<file path="src/rtl/robs_accum_buffer.sv">
// Block accumulator for signed multiplier products: sums a programmable number of
// products with saturation and queues each finished block sum in a 2-entry FIFO.
module robs_accum_buffer #(
    parameter int WIDTH       = 8,
    parameter int ACC_WIDTH   = 24,
    parameter int COUNT_WIDTH = 4
) (
    input  logic                   clk,
    input  logic                   reset,
    input  logic                   prod_valid,
    input  logic [2*WIDTH-1:0]     product,
    output logic                   prod_ready,
    input  logic [COUNT_WIDTH-1:0] block_len,
    input  logic                   clear,
    output logic                   out_valid,
    output logic [ACC_WIDTH-1:0]   out_data,
    output logic                   out_sat,
    input  logic                   out_ready,
    output logic                   acc_busy
);

    typedef enum logic {
        IDLE  = 1'b0,
        ACCUM = 1'b1
    } state_t;

    localparam logic [COUNT_WIDTH:0] MAX_LEN = {1'b1, {COUNT_WIDTH{1'b0}}};
    localparam logic [COUNT_WIDTH:0] ONE     = {{COUNT_WIDTH{1'b0}}, 1'b1};
    localparam logic [ACC_WIDTH-1:0] ACC_MAX = {1'b0, {(ACC_WIDTH-1){1'b1}}};
    localparam logic [ACC_WIDTH-1:0] ACC_MIN = {1'b1, {(ACC_WIDTH-1){1'b0}}};

    state_t                 state, state_next;
    logic [COUNT_WIDTH:0]   count, count_next;
    logic [COUNT_WIDTH:0]   len_q, len_next;
    logic [COUNT_WIDTH:0]   req_len, cur_len, count_inc;
    logic [ACC_WIDTH-1:0]   acc, acc_next, acc_result;
    logic                   sat_sticky, sat_next, sat_now;
    logic [ACC_WIDTH:0]     acc_ext, prod_ext, sum;
    logic                   accept, last, push, pop;

    logic [1:0]             occ;
    logic [ACC_WIDTH-1:0]   head_data, tail_data;
    logic                   head_sat, tail_sat;
    logic [ACC_WIDTH-1:0]   push_data;
    logic                   push_sat;

    // Ready looks only at registered occupancy so a same-cycle pop never opens a slot.
    assign prod_ready = !reset && !clear && (occ != 2'd2);
    assign accept     = prod_valid && prod_ready;

    assign req_len   = (block_len == '0) ? MAX_LEN : {1'b0, block_len};
    assign cur_len   = (state == IDLE) ? req_len : len_q;
    assign count_inc = count + ONE;
    assign last      = accept && (count_inc == cur_len);

    // One guard bit above the accumulator exposes overflow in either direction.
    assign acc_ext  = {acc[ACC_WIDTH-1], acc};
    assign prod_ext = {{(ACC_WIDTH+1-2*WIDTH){product[2*WIDTH-1]}}, product};
    assign sum      = acc_ext + prod_ext;
    assign sat_now  = sum[ACC_WIDTH] != sum[ACC_WIDTH-1];

    always_comb begin
        acc_result = sum[ACC_WIDTH-1:0];
        if (sat_now) begin
            acc_result = sum[ACC_WIDTH] ? ACC_MIN : ACC_MAX;
        end
    end

    assign push      = last;
    assign push_data = acc_result;
    assign push_sat  = sat_sticky | sat_now;
    assign out_valid = (occ != 2'd0);
    assign pop       = out_valid && out_ready;
    assign out_data  = head_data;
    assign out_sat   = head_sat;
    assign acc_busy  = (state == ACCUM);

    always_ff @(posedge clk) begin
        if (reset) begin
            state      <= IDLE;
            count      <= '0;
            len_q      <= '0;
            acc        <= '0;
            sat_sticky <= 1'b0;
        end else begin
            state      <= state_next;
            count      <= count_next;
            len_q      <= len_next;
            acc        <= acc_next;
            sat_sticky <= sat_next;
        end
    end

    // Clear outranks acceptance; the final product of a block returns everything to IDLE.
    always_comb begin
        state_next = state;
        count_next = count;
        len_next   = len_q;
        acc_next   = acc;
        sat_next   = sat_sticky;
        if (clear) begin
            state_next = IDLE;
            count_next = '0;
            acc_next   = '0;
            sat_next   = 1'b0;
        end else if (accept) begin
            if (state == IDLE) begin
                len_next = req_len;
            end
            if (last) begin
                state_next = IDLE;
                count_next = '0;
                acc_next   = '0;
                sat_next   = 1'b0;
            end else begin
                state_next = ACCUM;
                count_next = count_inc;
                acc_next   = acc_result;
                sat_next   = sat_sticky | sat_now;
            end
        end
    end

    // Head/tail register pair; the head keeps its value after the final pop.
    always_ff @(posedge clk) begin
        if (reset) begin
            occ       <= 2'd0;
            head_data <= '0;
            head_sat  <= 1'b0;
            tail_data <= '0;
            tail_sat  <= 1'b0;
        end else begin
            case ({push, pop})
                2'b10: begin
                    if (occ == 2'd0) begin
                        head_data <= push_data;
                        head_sat  <= push_sat;
                        occ       <= 2'd1;
                    end else begin
                        tail_data <= push_data;
                        tail_sat  <= push_sat;
                        occ       <= 2'd2;
                    end
                end
                2'b01: begin
                    if (occ == 2'd2) begin
                        head_data <= tail_data;
                        head_sat  <= tail_sat;
                    end
                    occ <= occ - 2'd1;
                end
                2'b11: begin
                    head_data <= push_data;
                    head_sat  <= push_sat;
                end
                default: begin
                end
            endcase
        end
    end

endmodule
</file>
<file path="config.mk">
export PLATFORM = sky130hd
export DESIGN_NAME = robs_accum_buffer
export DESIGN_NICKNAME = d
export VERILOG_FILES = /design/src/rtl/robs_accum_buffer.sv
export SDC_FILE = /design/constraint.sdc
export NUM_CORES = 1
export LEC_CHECK = 0
export BUFFER_PORTS_ARGS = -buffer_cell sky130_fd_sc_hd__buf_4
export CAP_MARGIN = 5
export CORE_UTILIZATION = 50
export CTS_CLUSTER_DIAMETER = 50
export DETAILED_ROUTE_END_ITERATION = 10
export GPL_TIMING_DRIVEN = 1
export PLACE_DENSITY = 0.71
export SLEW_MARGIN = 0
export SYNTH_ARGS = -nofsm -noshare
export SYNTH_HDL_FRONTEND = slang
export SYNTH_SLANG_ARGS = --single-unit
</file>
<file path="constraint.sdc">
create_clock -name clk -period 4.1 [get_ports clk]
set_input_delay 0.41 -clock clk [delete_from_list [all_inputs] [get_ports clk]]
set_output_delay 0.41 -clock clk [all_outputs]
set_load 0.03 [all_outputs]
</file>
; Yosys cells after proc, flatten, opt, wreduce, memory -nomap -nowiden
; Cells that the tools add are included.
[classes]
addsub = 3
n_mul = 0
div = 0
order_cmp = 0
n_eq_ne = 9
shift = 0
muxes = 16
bitwise_logic = 3
reduce_logical = 16
[ops]
columns = operator, count
row1 = two-way mux 24 bit, 5
row2 = one-hot mux 24 bit (3 select lines), 1
row3 = adder 24 x 16 -> 25 bit, 1
row4 = two-way mux 5 bit, 3
row5 = "equality test 2 bit, second input constant", 3
row6 = "!= test 2 bit, second input constant", 3
row7 = "adder 5 x 1 -> 5 bit, second input constant", 1
row8 = equality test 5 bit, 1
row9 = logical AND 1 bit, 5
row10 = zero test 4 bit, 1
row11 = two-way mux 1 bit, 4
row12 = one-hot mux 2 bit (2 select lines), 1
row13 = AND reduction 2 bit, 2
row14 = nonzero test 2 bit, 2
row15 = one-hot mux 1 bit (3 select lines), 1
row16 = AND reduction 3 bit, 1
row17 = nonzero test 3 bit, 1
row18 = "equality test 2 x 1 -> 1 bit, second input constant", 1
row19 = zero test 1 bit, 2
row20 = zero test 2 bit, 1
row21 = two-way mux 2 bit, 1
row22 = inverter 1 bit, 2
row23 = OR reduction 2 bit, 1
row24 = "subtractor 2 x 1 -> 2 bit, second input constant", 1
row25 = other kinds (2), 2
[totals]
register_bits = 88
latch_bits = 0
ramBits = 0
mem_bits_ro = 0
input_bits = 25
out_inout_bits = 28
elab_cells = 57
mem_count = 0

; Logic depth before layout (Yosys ltp)
[logic_depth]
word_depth = 8
mapped_depth = 18
depth_no_buf = 15

; Worst setup path before layout
; No wires, ideal clock.
[synth_timing]
path_kind = input to register
start = input clear
end = register head_data[10] (netlist: out_data[10])
setup_time_ns = 0.096
arrival_ns = 3.907
required_ns = 4.004
path_slack_ns = 0.097
cell_stages = 16
cell_sequence = or2_2 -> buf_2 -> nor2_1 -> and2_1 -> buf_2 -> nand4_1 -> nor3_2 -> inv_1 -> ha_1 -> clkbuf_1 -> inv_1 -> nor2_1 -> or3_1 -> buf_2 -> clkbuf_1 -> o41ai_2
[synth_between]
elab_chain_cells = 8
elab_cells_between_ends = 13
[synth_rtl]
columns = element, line
row1 = from (decl), 14  ; input logic clear,
row2 = zero test 1 bit *, 48  ; assign prod_ready = !reset && !clear && (occ != 2'd2);
row3 = logical AND 1 bit * (2 in series), 48
row4 = named net prod_ready, 12  ; output logic prod_ready,
row5 = logical AND 1 bit *, 49  ; assign accept = prod_valid && prod_ready;
row6 = logical AND 1 bit *, 54  ; assign last = accept && (count_inc == cur_len);
row7 = equality test 2 x 1 -> 1 bit / equality test 2 bit (equally long branches), 133  ; case ({push, pop})
row8 = != test 2 bit (no source line) / nonzero test 3 bit (equally long branches), --
row9 = AND reduction 3 bit (no source line), --
row10 = to (signal assigned), 136  ; head_data <= push_data;
row11 = to (signal assigned), 147  ; head_data <= tail_data;
row12 = to (signal assigned), 153  ; head_data <= push_data;
row13 = to (decl), 42  ; logic [ACC_WIDTH-1:0] head_data, tail_data;
; Mark *: on every way through the listed nets, which the timed path passes. The rest lies on a longest branch.
; A chain may end at the register's enable or synchronous reset.

; Worst setup path after layout
[layout_timing]
start = register acc[16]
end = register acc[14]
[layout_between]
elab_chain_cells = 4
elab_cells_between_ends = 5
[layout_rtl]
columns = element, line
row1 = from (decl), 36  ; logic [ACC_WIDTH-1:0] acc, acc_next, acc_result;
row2 = from (signal assigned), 89  ; acc <= acc_next;
row3 = adder 24 x 16 -> 25 bit *, 59  ; assign sum = acc_ext + prod_ext;
row4 = two-way mux 24 bit / != test 1 bit (equally long branches), "65, 60"
row5 = two-way mux 24 bit *, 64  ; if (sat_now) begin
row6 = two-way mux 24 bit *, 110  ; if (last) begin
; Every way passes the cells marked *; elsewhere a longest branch is shown, timed or not.

==> flow_results.org <==
** Run status
- The flow ran to the end, and the final reports show no timing, DRC or antenna violations.

** Floorplan
- The die is 104 µm wide.
- Vertical extent of the die :: 104 µm
- In this run the count of I/O pins placed on the die edge is 53.
- Floorplan row count :: 37
- Initial cell density of the core :: 0.512
- The region available for standard cell placement spans 10200 µm².
- The floorplan step defined a die boundary enclosing 10900 µm².

** Place
- GPL Wtd Cong :: 0.918
- In this run, placement finished with an instance count of 805.
- Placed wire-length estimate :: 10.1 mm
- Port Buf Inserts :: 52
- Before CTS, the worst setup slack after placement is 389 ps.

** Synthesis
- Of the synthesized area, sequential elements account for 0.336.
- Mapped Avg Cell Area :: 8.10 µm²
- EDFF count, synth :: 0
- Fraction of the mapped netlist area in adder cells :: 0.0755
- Share of cell area taken by muxes after synthesis :: 0.0134
- Simple-gate area share of the yosys netlist :: 0.181
- Compound-cell area share of the yosys netlist :: 0.303
- During synthesis, Yosys emitted a total of 0 warnings.
- Syn Nets :: 703
- Count of state elements after synthesis :: 88
- Of the total synthesized cell area, the portion taken by XOR and XNOR cells is 0.0401.
- Among all flip-flop cells after synthesis, the most frequent one is sky130_fd_sc_hd__dfxtp_1.
- After technology mapping, the gate count stands at 647.
- Dominant combinational cell family by area after synthesis :: compound AO/OA/AOI/OAI gates
- The synthesized netlist occupies a cell area of 5240 µm².
- The netlist uses 59 different library cells.
- Share of flip-flops with an asynchronous set or reset :: 0

** Setup path
- For the worst flop-to-flop path, the logic depth is 9.
- Of all nets on the critical path, the largest fanout is 34.
- The critical path contains buffers and inverters numbering 0 combined.
- STA classifies the critical path endpoint as a flop.
- Logic depth of the worst path, buffers included :: 9
- Critical Path Slowest Stage Cell :: sky130_fd_sc_hd__nand2_1
- The cell family contributing the most delay on the critical path is simple AND/OR/NAND/NOR gates.
- Most used cell along the critical path :: sky130_fd_sc_hd__or3_1
- End of the worst register-to-register path :: acc[14]
- Worst R2R Start :: acc[16]
- In this run the register-to-register setup slack is 630 ps.
- Worst path max stage delay :: 560 ps
- The most critical setup path has its startpoint at acc[16].
- The signal on the critical path passes through ha_1 -> a211oi_2 -> o21bai_1 -> or3_1 -> nor3_2 -> or3_1 -> nand3_4 -> nand2_1 -> o21ai_0.
- Critical path type :: flop to flop
- Critical path data arrival time :: 3690 ps
- STA puts the critical path data required time at 4320 ps.
- Element type at the critical path start :: flop
- Termination of the worst setup path :: acc[14]

** Detailed routing
- Average wire length per cell after detail routing :: 17.2 µm
- The final route contains 4850 vias.
- Final WL :: 14.1 mm
- For this run, the detailed router's first-pass iteration total came to 4.
- After the first detailed-routing iteration, the DRC count stood at 228.
- Number of remaining DRC errors :: 0
- Post-detailed-route count of antenna-violating nets :: 0
- Dividing the detail-routed via count by the number of cells gives 5.91.

** Timing
- Setup violations remaining at the end of the flow were counted as 0.
- Worst Max-Slew Pin Slew :: 705 ps
- Share of the cycle needed by the critical path after routing :: 0.846
- Worst setup margin :: 631 ps
- Clock skew on the completed layout was measured at 16.2 ps.
- Total Neg Setup Slack :: 0 ps
- Headroom to the max-slew limit came out at 0.530.
- Highest achievable clock rate :: 288 MHz
- RSZ-0062 raised after global routing :: no
- Fin. max-slew vios :: 0
- Number of hold violations in the final report :: 0
- The clock period could shrink to 3470 ps.

** Global route
- For this run, the total global-route usage over all layers was measured as 0.266.
- Entering global routing, the biggest net connects 66 pins.
- The number of global-route vias before repair is 4575.
- The first global-routing pass estimated 23.2 mm of wire.
- The initial antenna violation count was 0.
- Final global-route overflow total :: 0

** Clock network
- Max Root-Sink Buffers :: 2
- Clock tree synthesis selected as its root buffer the cell sky130_fd_sc_hd__clkbuf_8.
- Number of buffers created by CTS :: 9
- Insertion delay to the later sink of the worst-skew pair :: 360 ps
- CTS HTree Levels :: 3
- Clock-pin slew was measured on the worst setup and hold paths at 100 ps.
- After clock tree synthesis, the setup repair step added 0 buffers.
- Num Clock Sinks :: 88
- Cts repair resizes :: 0
- TritonCTS built the clock tree.
- Hold-fix buffer count after cts :: 0

** Worst hold path
- The path class of the tightest hold or removal check is primary input to flop.
- The worst hold path passes through 3 cells.

** Flow run
- Max_cap viols :: 0

** Power and ir drop
- Summed over all cells, the static leakage comes to 0.00231 µW.
- The worst-case IR drop observed on VDD is 0.225 mV.
- Total power per unit cell area :: 323 nW/µm²

** Finish
- Most common cell after layout, fill and taps aside :: sky130_fd_sc_hd__dfxtp_1
- In the layout the commonest cells are sky130_fd_sc_hd__dfxtp_1, sky130_fd_sc_hd__nor2_1, sky130_fd_sc_hd__nand2_1.
- The net count of the finished layout is 736.
- Excluding fillers, the count of instances in the completed layout stands at 820.
- From synthesis to final layout, the design area changed by 12.3%.
- In the final layout, the share of cells above drive strength 1 is 0.159.
- The repair_antennas step left the layout with diodes totalling 0.
[worst reg2reg max path, delay by kind of cell, from the launching register on]
family                   cells  cell delay (ps)
adder cells (fa/ha/maj)      1              420
flip-flops                   1              350
AO/OA/AOI/OAI                3              570
AND/OR/NAND/NOR              5             1990
[flip-flops by register name (all words and copies together) (netlist names)]
| signal | cells |
|---|---|
| acc_busy | 1 |
| count | 5 |
| acc | 24 |
| sat_sticky | 1 |
| out_sat | 1 |
| tail_sat | 1 |
| occ | 2 |
| len_q | 5 |
| tail_data | 24 |
| out_data | 24 |
[cells in the mapped netlist (all sizes together), types with 2 or more instances]
cell type,number,area (µm²)
inv,17,63.8
mux2i,7,70.1
nor3,10,60.1
o21bai,4,30.0
a31oi,4,31.3
and3,3,18.8
o22ai,3,25.0
o21a,4,30.0
o32ai,2,17.5
nand2b,3,18.8
ha,30,375
nor2,69,259
or2,4,25.0
nand2,67,251
dfxtp,88,1760
or3,10,62.6
or4,3,22.5
o21ai,64,328
a21o,8,60.1
o211ai,13,97.6
xnor2,18,158
buf,18,111
nand4,4,25.0
xor2,6,52.6
clkbuf,24,90.1
nand3b,9,67.6
a211oi,42,345
o41ai,8,123
a22oi,2,15.0
nor2b,3,18.8
o2111ai,3,26.3
and2,3,18.8
nand3,13,77.6
o211a,3,30.0
a21oi,66,342
[through the flow]
| stage | hold slack (ps) | power [µW] | area, µm² | util |
|---|---|---|---|---|
| global placement | 438 | 1340 | 5710 | 0.558 |
| finish | 297 | 1900 | 5880 | 0.575 |
| CTS | 284 | 1910 | 5880 | 0.575 |
| detailed placement | 445 | 1350 | 5710 | 0.558 |
| floorplan | 428 | 1220 | 5240 | - |
| global route | 292 | 1980 | 5880 | 0.575 |
[where the power goes]
group	switching, µW	leakage, µW	internal [µW]
Clock	346	0.0000803	226
Combinational	276	0.00152	162
Sequential	15.5	0.000712	877
Total	638	0.00231	1260
[how the worst min path moves through the flow]
| stage | start | endpoint |
|---|---|---|
| floorplan | tail_data[16] | tail_data[16] |
| global placement | acc[2] | acc[2] |
| detailed placement | tail_data[16] | tail_data[16] |
| CTS | block_len[2] | len_q[2] |
| global route | block_len[2] | len_q[2] |
| finish | block_len[2] | len_q[2] |
[layer usage]
layer | global-route usage | up-vias | share of wire | wire length (µm)
li1 | - | 2416 | - | -
met1 | 0.336 | 2274 | 0.44 | 6230
met2 | 0.458 | 132 | 0.49 | 6960
met3 | 0.0388 | 28 | 0.040 | 561
met4 | 0.0969 | 0 | 0.025 | 354
met5 | 0 | - | 0 | 0
[cell type report]
class	count	area [µm²]
clock buffer	9	124
clock inverter	6	51.3
fill	959	4350
inverter	17	63.8
multi-input combinational	500	3220
sequential	88	1760
tap	136	170
timing repair buffer	64	493
[kinds of logic (layout without fill, tap and decap cells)]
family	count (synthesis)	in the layout
buffers and inverters	59	96
DFF	88	88
adders and majority gates	31	31
xor gates and xnor gates	24	24
AOI/OAI and AO/OA	234	234
muxes	7	7
and+or+nand+nor	204	204
No activity file was read; power rests on OpenSTA's default activity.
